<file path="src/rtl/bus_sequencer.sv">
// bus_sequencer: expands valid/ready micro-commands into one-hot bus source selects and load enables.
// Define BUS_SEQ_MEMWAIT_EN to make FETCH hold in F1 until mem_ready is sampled high.
module bus_sequencer #(
  parameter int ALU_OP_W = 5
) (
  input  logic                clock,
  input  logic                clear,
  input  logic                op_valid,
  output logic                op_ready,
  input  logic [1:0]          op_kind,
  input  logic [3:0]          op_ra,
  input  logic [3:0]          op_rb,
  input  logic [3:0]          op_rc,
  input  logic [ALU_OP_W-1:0] op_alu,
  input  logic                mem_ready,
  output logic [23:0]         bus_src,
  output logic [15:0]         reg_in,
  output logic                hi_in,
  output logic                lo_in,
  output logic                y_in,
  output logic                z_in,
  output logic                pc_in,
  output logic                mar_in,
  output logic                mdr_in,
  output logic                ir_in,
  output logic                inc_pc,
  output logic                mem_read,
  output logic [ALU_OP_W-1:0] alu_op,
  output logic                done
);
  typedef enum logic [3:0] {S_IDLE, S_F0, S_F1, S_F2, S_EXB, S_EXC, S_WLO, S_WHI, S_WB, S_MOV} state_t;
  localparam logic [1:0] K_MOVE = 2'd1, K_MULDIV = 2'd2, K_FETCH = 2'd3;
  state_t r_state, w_state_n;
  logic [1:0] r_kind, w_kind_n;
  logic [3:0] r_ra, r_rb, r_rc, w_ra_n, w_rb_n, w_rc_n;
  logic [ALU_OP_W-1:0] r_alu, w_alu_n, r_alu_op;
  logic [23:0] r_bus, w_bus_n;
  logic [15:0] r_reg, w_reg_n;
  logic r_ready, r_hi, r_lo, r_y, r_z, r_pc, r_mar, r_mdr, r_ir, r_inc, r_mrd, r_done;
  logic w_accept, w_f1_go;
`ifdef BUS_SEQ_MEMWAIT_EN
  assign w_f1_go = mem_ready;
`else
  logic w_unused;
  assign w_unused = mem_ready;
  assign w_f1_go = 1'b1;
`endif
  // Outputs are registered from the next state so they change only on clock edges.
  always_comb begin
    w_accept = op_valid & r_ready;
    w_kind_n = w_accept ? op_kind : r_kind;
    w_ra_n = w_accept ? op_ra : r_ra;
    w_rb_n = w_accept ? op_rb : r_rb;
    w_rc_n = w_accept ? op_rc : r_rc;
    w_alu_n = w_accept ? op_alu : r_alu;
    w_state_n = S_IDLE;
    case (r_state)
      S_IDLE: w_state_n = !w_accept ? S_IDLE : op_kind == K_MOVE ? S_MOV : op_kind == K_FETCH ? S_F0 : S_EXB;
      S_EXB: w_state_n = S_EXC;
      S_EXC: w_state_n = r_kind == K_MULDIV ? S_WLO : S_WB;
      S_WLO: w_state_n = S_WHI;
      S_F0: w_state_n = S_F1;
      S_F1: w_state_n = w_f1_go ? S_F2 : S_F1;
      default: w_state_n = S_IDLE;
    endcase
    w_bus_n = '0;
    case (w_state_n)
      S_MOV, S_EXB: w_bus_n[w_rb_n] = 1'b1;
      S_EXC: w_bus_n[w_rc_n] = 1'b1;
      S_WB, S_WLO, S_F1: w_bus_n[19] = 1'b1;
      S_WHI: w_bus_n[18] = 1'b1;
      S_F0: w_bus_n[20] = 1'b1;
      S_F2: w_bus_n[21] = 1'b1;
      default: w_bus_n = '0;
    endcase
    w_reg_n = '0;
    if (w_state_n == S_MOV || w_state_n == S_WB) w_reg_n[w_ra_n] = 1'b1;
  end
  always_ff @(posedge clock or posedge clear) begin
    if (clear) begin
      r_state <= S_IDLE;
      r_kind <= '0;
      r_ra <= '0;
      r_rb <= '0;
      r_rc <= '0;
      r_alu <= '0;
      r_ready <= 1'b0;
      r_bus <= '0;
      r_reg <= '0;
      r_hi <= 1'b0;
      r_lo <= 1'b0;
      r_y <= 1'b0;
      r_z <= 1'b0;
      r_pc <= 1'b0;
      r_mar <= 1'b0;
      r_mdr <= 1'b0;
      r_ir <= 1'b0;
      r_inc <= 1'b0;
      r_mrd <= 1'b0;
      r_alu_op <= '0;
      r_done <= 1'b0;
    end else begin
      r_state <= w_state_n;
      r_kind <= w_kind_n;
      r_ra <= w_ra_n;
      r_rb <= w_rb_n;
      r_rc <= w_rc_n;
      r_alu <= w_alu_n;
      r_ready <= w_state_n == S_IDLE;
      r_bus <= w_bus_n;
      r_reg <= w_reg_n;
      r_hi <= w_state_n == S_WHI;
      r_lo <= w_state_n == S_WLO;
      r_y <= w_state_n == S_EXB;
      r_z <= w_state_n == S_EXC || w_state_n == S_F0;
      r_pc <= w_state_n == S_F1;
      r_mar <= w_state_n == S_F0;
      r_mdr <= w_state_n == S_F1;
      r_ir <= w_state_n == S_F2;
      r_inc <= w_state_n == S_F0;
      r_mrd <= w_state_n == S_F1;
      r_alu_op <= w_state_n == S_EXC ? w_alu_n : '0;
      r_done <= w_state_n == S_MOV || w_state_n == S_WB || w_state_n == S_WHI || w_state_n == S_F2;
    end
  end
  assign op_ready = r_ready;
  assign bus_src = r_bus;
  assign reg_in = r_reg;
  assign hi_in = r_hi;
  assign lo_in = r_lo;
  assign y_in = r_y;
  assign z_in = r_z;
  assign pc_in = r_pc;
  assign mar_in = r_mar;
  assign mdr_in = r_mdr;
  assign ir_in = r_ir;
  assign inc_pc = r_inc;
  assign mem_read = r_mrd;
  assign alu_op = r_alu_op;
  assign done = r_done;
endmodule

</file>
<file path="config.mk">
export PLATFORM = sky130hd
export DESIGN_NAME = bus_sequencer
export DESIGN_NICKNAME = d
export VERILOG_FILES = /design/src/rtl/bus_sequencer.sv
export SDC_FILE = /design/constraint.sdc
export NUM_CORES = 1
export LEC_CHECK = 0
export CAP_MARGIN = 20
export CORE_AREA = 4 4 84 86
export CTS_CLUSTER_DIAMETER = 80
export DETAILED_ROUTE_END_ITERATION = 10
export DIE_AREA = 0 0 88 90
export PLACE_DENSITY = 0.75
export SLEW_MARGIN = 10
export SYNTH_ARGS = -nofsm -noshare
export SYNTH_HDL_FRONTEND = slang
export SYNTH_SLANG_ARGS = --single-unit
</file>
<file path="constraint.sdc">
create_clock -name clock -period 5.9 [get_ports clock]
set_input_delay 0.885 -clock clock [delete_from_list [all_inputs] [get_ports clock]]
set_output_delay 0.885 -clock clock [all_outputs]
set_load 0.01 [all_outputs]
</file>
==> results.sh, run 1 <==
export IMPL_synth_area_per_cell_sq_um=10.7
export IMPL_route_met3_wl_um=412
export IMPL_worst_slew_pin_slew_ns=0.831
export IMPL_fin_nets=354
export IMPL_tns_ns=0
export IMPL_final_seq_area_sq_mm=0.00170
export IMPL_drive_above_1_share_pct=9.82
export IMPL_coreArea_sq_mm=0.00628
export IMPL_end_kind="register"
export IMPL_post_place_ws_ns=2.60
export IMPL_cellPowerDensity_mw_per_mm2=415
export IMPL_crit_buf_inv=2
export IMPL_cts_setup_buffers=0
export IMPL_drv_cap=0
export IMPL_grt_first_pass_wirelength_mm=9.93
export IMPL_synth_cell_types=38
export IMPL_fp_dieH_um=90
export IMPL_timing_final_ws_setup_ns=3.38
export IMPL_via_count=2167
export IMPL_detail_route_wl_per_cell_um=14.9
export IMPL_rsz0062_at_grt="no"
export IMPL_dr_pass1_iters=4
export IMPL_path_delay_family="buffers and inverters"
export IMPL_diodes=0
export IMPL_cts_tree="yes"
export IMPL_synth_area_sq_mm=0.00280
export IMPL_synthTopCellsByArea="dfrtp_1, nand2_1, o22ai_1"
export IMPL_crit_chain="clkdlybuf4s50_1 -> and2_1 -> buf_8 -> nor3b_1 -> o21ai_0 -> o22ai_1"
export IMPL_ctsHoldBuffers=0
export IMPL_setup_violations=0
export IMPL_p_leak_nw=1.68
export IMPL_clock_fmax_mhz=397
export IMPL_slew_limit_headroom_pct=44.6
export IMPL_wl_met2_mm=3.11
export IMPL_critical_path_arrival_ns=2.70
export IMPL_dieArea_sq_mm=0.00792
export IMPL_hold_path_class="register to register"
export IMPL_drt_iter0_drc=137
export IMPL_finalWirelength_mm=6.17
export IMPL_grt_pass1_vias=2079
export IMPL_routed_top_layer="met4"
export IMPL_antenna_left=0
export IMPL_max_stage_delay_ns=0.48
export IMPL_die_w_um=88
export IMPL_cts_resized_gates=0
export IMPL_vias_per_cell=5.25
export IMPL_multi_input_comb_area_sq_um=942
export IMPL_maxSlewViolCount=0
export IMPL_wl_met1_mm=2.55
export IMPL_syn_inst=261
export IMPL_route_detailed_drc=0
export IMPL_start_util_pct=44.7
export IMPL_grt_max_degree=69
export IMPL_synth_edf_count=0
export IMPL_critPathKind="input port to register"
export IMPL_num_io_pins=80
export IMPL_timing_hold_violations_final=0
export IMPL_dp_hpwl_mm=4.43
export IMPL_crit_required_ns=6.08
export IMPL_cpMaxStageDelayCell="clkdlybuf4s50_1"
export IMPL_nFillCells=531
export IMPL_antenna_found_initial=0
export IMPL_cp_max_fo=23
export IMPL_synth_top_area_cell="dfrtp_1"
export IMPL_yosys_register_bits=68
export IMPL_fin_crit_ns=2.52
export IMPL_grt_overflow=0
export IMPL_htreeDepth=3
export IMPL_ys_warn_count=0
export IMPL_root_buffer="clkbuf_8"
export IMPL_ys_flop_type="dfrtp_1"
export IMPL_ir_drop_mv=0.194
export IMPL_grt_total_usage_pct=16.1
export IMPL_synth_top_area_share_pct=60.7
export IMPL_layout_worst_path_cycle_share_pct=42.7
export IMPL_status="finished clean"
export IMPL_cts_reportedPaths_clkPinSlew_ns=0.07
export IMPL_port_buffers=74
export IMPL_gp_congestion=0.817
export IMPL_clock_skew_ns=0.00663
export IMPL_clockBufferDepth=2
export IMPL_area_delta_synth_final_pct=35.1
export IMPL_clk_latency_ns=0.33
export IMPL_async_flop_share_pct=100
export IMPL_crit_path_start_kind="input port"
export IMPL_clock_sinks=68
export IMPL_synth_seq_area_share_pct=60.7
export IMPL_num_rows=29
export IMPL_cts_buffers=9
-- through the flow --
step | hold slack, ns | cell area [sq um] | util (%) | instances | power (mW)
global route | 0.494 | 3790 | 60.3 | 413 | 1.67
floorplan | 0.437 | 2820 | - | 264 | 0.979
CTS | 0.474 | 3770 | 60.1 | 412 | 1.58
finish | 0.467 | 3790 | 60.3 | 413 | 1.57
detailed placement | 0.454 | 3540 | 56.3 | 396 | 1.14
global placement | 0.453 | 3540 | 56.3 | 396 | 1.12
-- worst min-delay path, cell delays in order, from the launching register on --
cell and delay, ns:
dfrtp_1 0.32, nand2_1 0.06, nand2_1 0.06
-- state kept, by name (all words and copies together) (netlist names) --
signal    flops
op_ready      1
alu_op        5
r_ra          4
r_alu         5
y_in          1
z_in          1
r_state       4
lo_in         1
mem_read      1
bus_src      20
done          1
r_kind        2
r_rb          2
reg_in       16
r_rc          4
-- cells in the mapped netlist (all sizes together), types with 2 or more instances --
cell type  count
a21o           2
a21oi          6
a31oi         10
and3           4
buf           20
clkbuf         2
dfrtp         68
inv            9
mux2i          2
nand2         41
nand2b         6
nand3          5
nand3b         3
nor2          17
nor3          19
nor3b          9
o21ai          8
o22ai         17
-- cells by family after synthesis --
family	count (synthesis)	share of synthesized area (%)
mux	2	0.714
xor+xnor	1	0.312
other cells	1	0.134
compound gates	49	10.8
simple gates	109	21.2
flops	68	60.7
buf+inv	31	6.11
-- layer usage --
layer,vias up,track usage (%)
met5,-,0
met4,0,7.03
met3,9,3.29
met2,81,26.0
met1,1047,20.6
li1,1030,-
-- final timing paths --
| kind | slack (ns) | to | cells past startpoint | startpoint |
|---|---|---|---|---|
| setup / recovery | 3.38 | bus_src[4] | 6 | op_valid |
| hold / removal | 0.47 | r_alu[2] | 2 | r_alu[2] |
| setup reg to reg | 4.03 | bus_src[4] | 5 | op_ready |
| hold reg to reg | 0.47 | r_alu[2] | 2 | r_alu[2] |
| max in group asynchronous | 4.24 | reg_in[14] | 3 | clear |
| min in group asynchronous | 1.09 | bus_src[13] | 3 | clear |
-- report_power, final --
part	internal [mW]	leakage (nW)	switching, mW
registers	0.563	0.911	0.0779
clock network	0.271	0.122	0.162
logic	0.209	0.642	0.286
total	1.04	1.68	0.527
-- cells in the final DEF, fill, tap and decap left out, drive strengths merged, types with 2 or more instances in the layout --
cell type,instances
buf,4
dfrtp,68
inv,9
and3,4
nand2,41
clkinv,2
a31oi,10
bufinv,2
nand3,5
clkbuf,12
a21o,2
mux2i,2
nor2,17
o22ai,17
a21oi,6
nor3,19
nor3b,9
clkdlybuf4s50,74
conb,4
o21ai,8
nand2b,6
nand3b,3
-- cell type report --
type / instances / share of cell area (%)
multi-input cells: 165 / 24.9
clock inverters: 4 / 1.85
repair buffers: 78 / 20.5
flip-flops and latches: 68 / 44.9
inverters: 9 / 0.892
well taps: 77 / 2.54
clock buffers: 12 / 4.36
Power figures use the tool's default switching activity.
==> run 2, diff against run 1 <==
==> constraint.sdc (replaced) <==
create_clock -name clock -period 2.4 [get_ports clock]
set_input_delay 0.36 -clock clock [delete_from_list [all_inputs] [get_ports clock]]
set_output_delay 0.36 -clock clock [all_outputs]
set_load 0.01 [all_outputs]
==> run 2 against run 1 <==
Register-to-register slack got worse by 3.5 ns. Flip-flop and latch count did not move. Count of clock-buffer cells in the layout fell by 1. Total power rose by 130%. Combinational power rose to 2.6 times the previous value. Sequential share of layout area rose by 0.22 points. Non-clock buffer count rose by 4. Global-route usage rose by 0.46 points. Highest routed layer unchanged.
==> results.sh, run 2 (synthesis gave the netlist of run 1 again) <==
export IMPL_status="finished clean"
export IMPL_rsz0062_at_grt="no"
export IMPL_multi_input_comb_area_sq_um=942
export IMPL_worst_slew_pin_slew_ns=0.571
export IMPL_timing_final_ws_setup_ns=0.538
export IMPL_cp_max_fo=14
export IMPL_antenna_found_initial=0
export IMPL_nFillCells=535
export IMPL_grt_pass1_vias=2122
export IMPL_ctsHoldBuffers=0
export IMPL_drive_above_1_share_pct=10.1
export IMPL_drt_iter0_drc=114
export IMPL_stdcell_count=415
export IMPL_via_count=2181
export IMPL_power_total_mw=3.64
export IMPL_hold_path_class="input port to asynchronous set/reset pin"
export IMPL_startpoint="op_valid"
export IMPL_area_delta_synth_final_pct=34.4
export IMPL_grt_max_degree=69
export IMPL_drv_cap=0
export IMPL_crit_required_ns=2.63
export IMPL_maxSlewViolCount=0
export IMPL_num_io_pins=80
export IMPL_cts_reportedPaths_clkPinSlew_ns=0.07
export IMPL_clockBufferDepth=2
export IMPL_detail_route_wl_per_cell_um=15.1
export IMPL_p_leak_nw=1.67
export IMPL_fin_crit_ns=1.86
export IMPL_fp_dieH_um=90
export IMPL_mostFrequentLayoutCells="clkdlybuf4s50_1, dfrtp_1, nand2_1"
export IMPL_cts_buffers=9
export IMPL_coreArea_sq_mm=0.00628
export IMPL_dp_hpwl_mm=4.52
export IMPL_route_detailed_drc=0
export IMPL_r2r_start="r_state[2]"
export IMPL_largest_reg_flops=20
export IMPL_tns_ns=0
export IMPL_dr_pass1_iters=5
export IMPL_diodes=0
export IMPL_final_seq_area_sq_mm=0.00170
export IMPL_critical_path_arrival_ns=2.09
export IMPL_root_buffer="clkbuf_8"
export IMPL_gp_congestion=0.813
export IMPL_antenna_left=0
export IMPL_vias_per_cell=5.26
export IMPL_grt_total_usage_pct=16.5
export IMPL_htreeDepth=3
export IMPL_clock_sinks=68
export IMPL_dieArea_sq_mm=0.00792
export IMPL_port_buffers=74
export IMPL_crit_path_start_kind="input port"
export IMPL_timing_hold_violations_final=0
export IMPL_die_w_um=88
export IMPL_r2r_slack_ns=0.57
export IMPL_clk_latency_ns=0.33
export IMPL_finalWirelength_mm=6.26
export IMPL_num_rows=29
export IMPL_clock_fmax_mhz=537
export IMPL_grt_first_pass_wirelength_mm=10.2
export IMPL_critical_path_reg2reg_endpoint="reg_in[8]"
export IMPL_cts_tree="yes"
export IMPL_dp_cells=401
export IMPL_post_place_ws_ns=0.237
export IMPL_slew_limit_headroom_pct=61.8
export IMPL_mostFrequentLayoutCell="clkdlybuf4s50_1"
export IMPL_layout_worst_path_cycle_share_pct=77.6
export IMPL_ir_drop_mv=0.537
export IMPL_start_util_pct=44.7
export IMPL_grt_overflow=0
export IMPL_critPathKind="input port to register"
export IMPL_end_kind="register"
export IMPL_setup_violations=0
export IMPL_final_util_pct=60.0
export IMPL_cts_resized_gates=0
export IMPL_clock_skew_ns=0.00605
export IMPL_cts_setup_buffers=0
export IMPL_worst_r2r_cell_count=4
export IMPL_fin_nets=358
export IMPL_cellPowerDensity_mw_per_mm2=966
-- run 2: worst max-delay path by stage --
stage / end / slack, ns / depth (start not counted)
detailed placement: bus_src[7] / 0.24 / 6
CTS: bus_src[7] / 0.55 / 6
finish: bus_src[7] / 0.54 / 6
global route: reg_in[0] / 0.38 / 4
global placement: reg_in[12] / 0.27 / 6
floorplan: alu_op[0] / 0.33 / 1
-- run 2: through the flow --
step / hold WS [ns] / area [sq um]
3_3_place_gp: 0.450 / 3610
3_5_place_dp: 0.454 / 3610
6_report: 0.425 / 3770
4_1_cts: 0.428 / 3770
5_1_grt: 0.443 / 3770
2_1_floorplan: 0.426 / 2820
-- run 2: where the power goes --
group	switching (mW)	internal [mW]
Sequential	0.198	1.38
Clock	0.385	0.386
Combinational	0.717	0.570
Total	1.30	2.34
-- run 2: routing by layer --
layer,wire (um),up-vias,GRT usage [%]
met5,0,-,0
met4,171,0,7.93
met3,412,17,2.83
met2,3090,92,26.7
met1,2580,1030,21.3
li1,-,1042,-
-- run 2: area by class of cell --
cell class | count | area share, %
Clock buffer | 11 | 3.75
Clock inverter | 3 | 0.398
Inverter | 9 | 0.896
Multi-Input combinational cell | 165 | 25.0
Sequential cell | 68 | 45.2
Tap cell | 77 | 2.56
Timing Repair Buffer | 82 | 22.2
-- run 2: worst max-delay path, stage by stage --
cell             delay [ns]
clkdlybuf4s50_1        0.50
nand2_1                0.31
buf_4                  0.28
nor3b_1                0.24
a31oi_1                0.14
o22ai_1                0.26
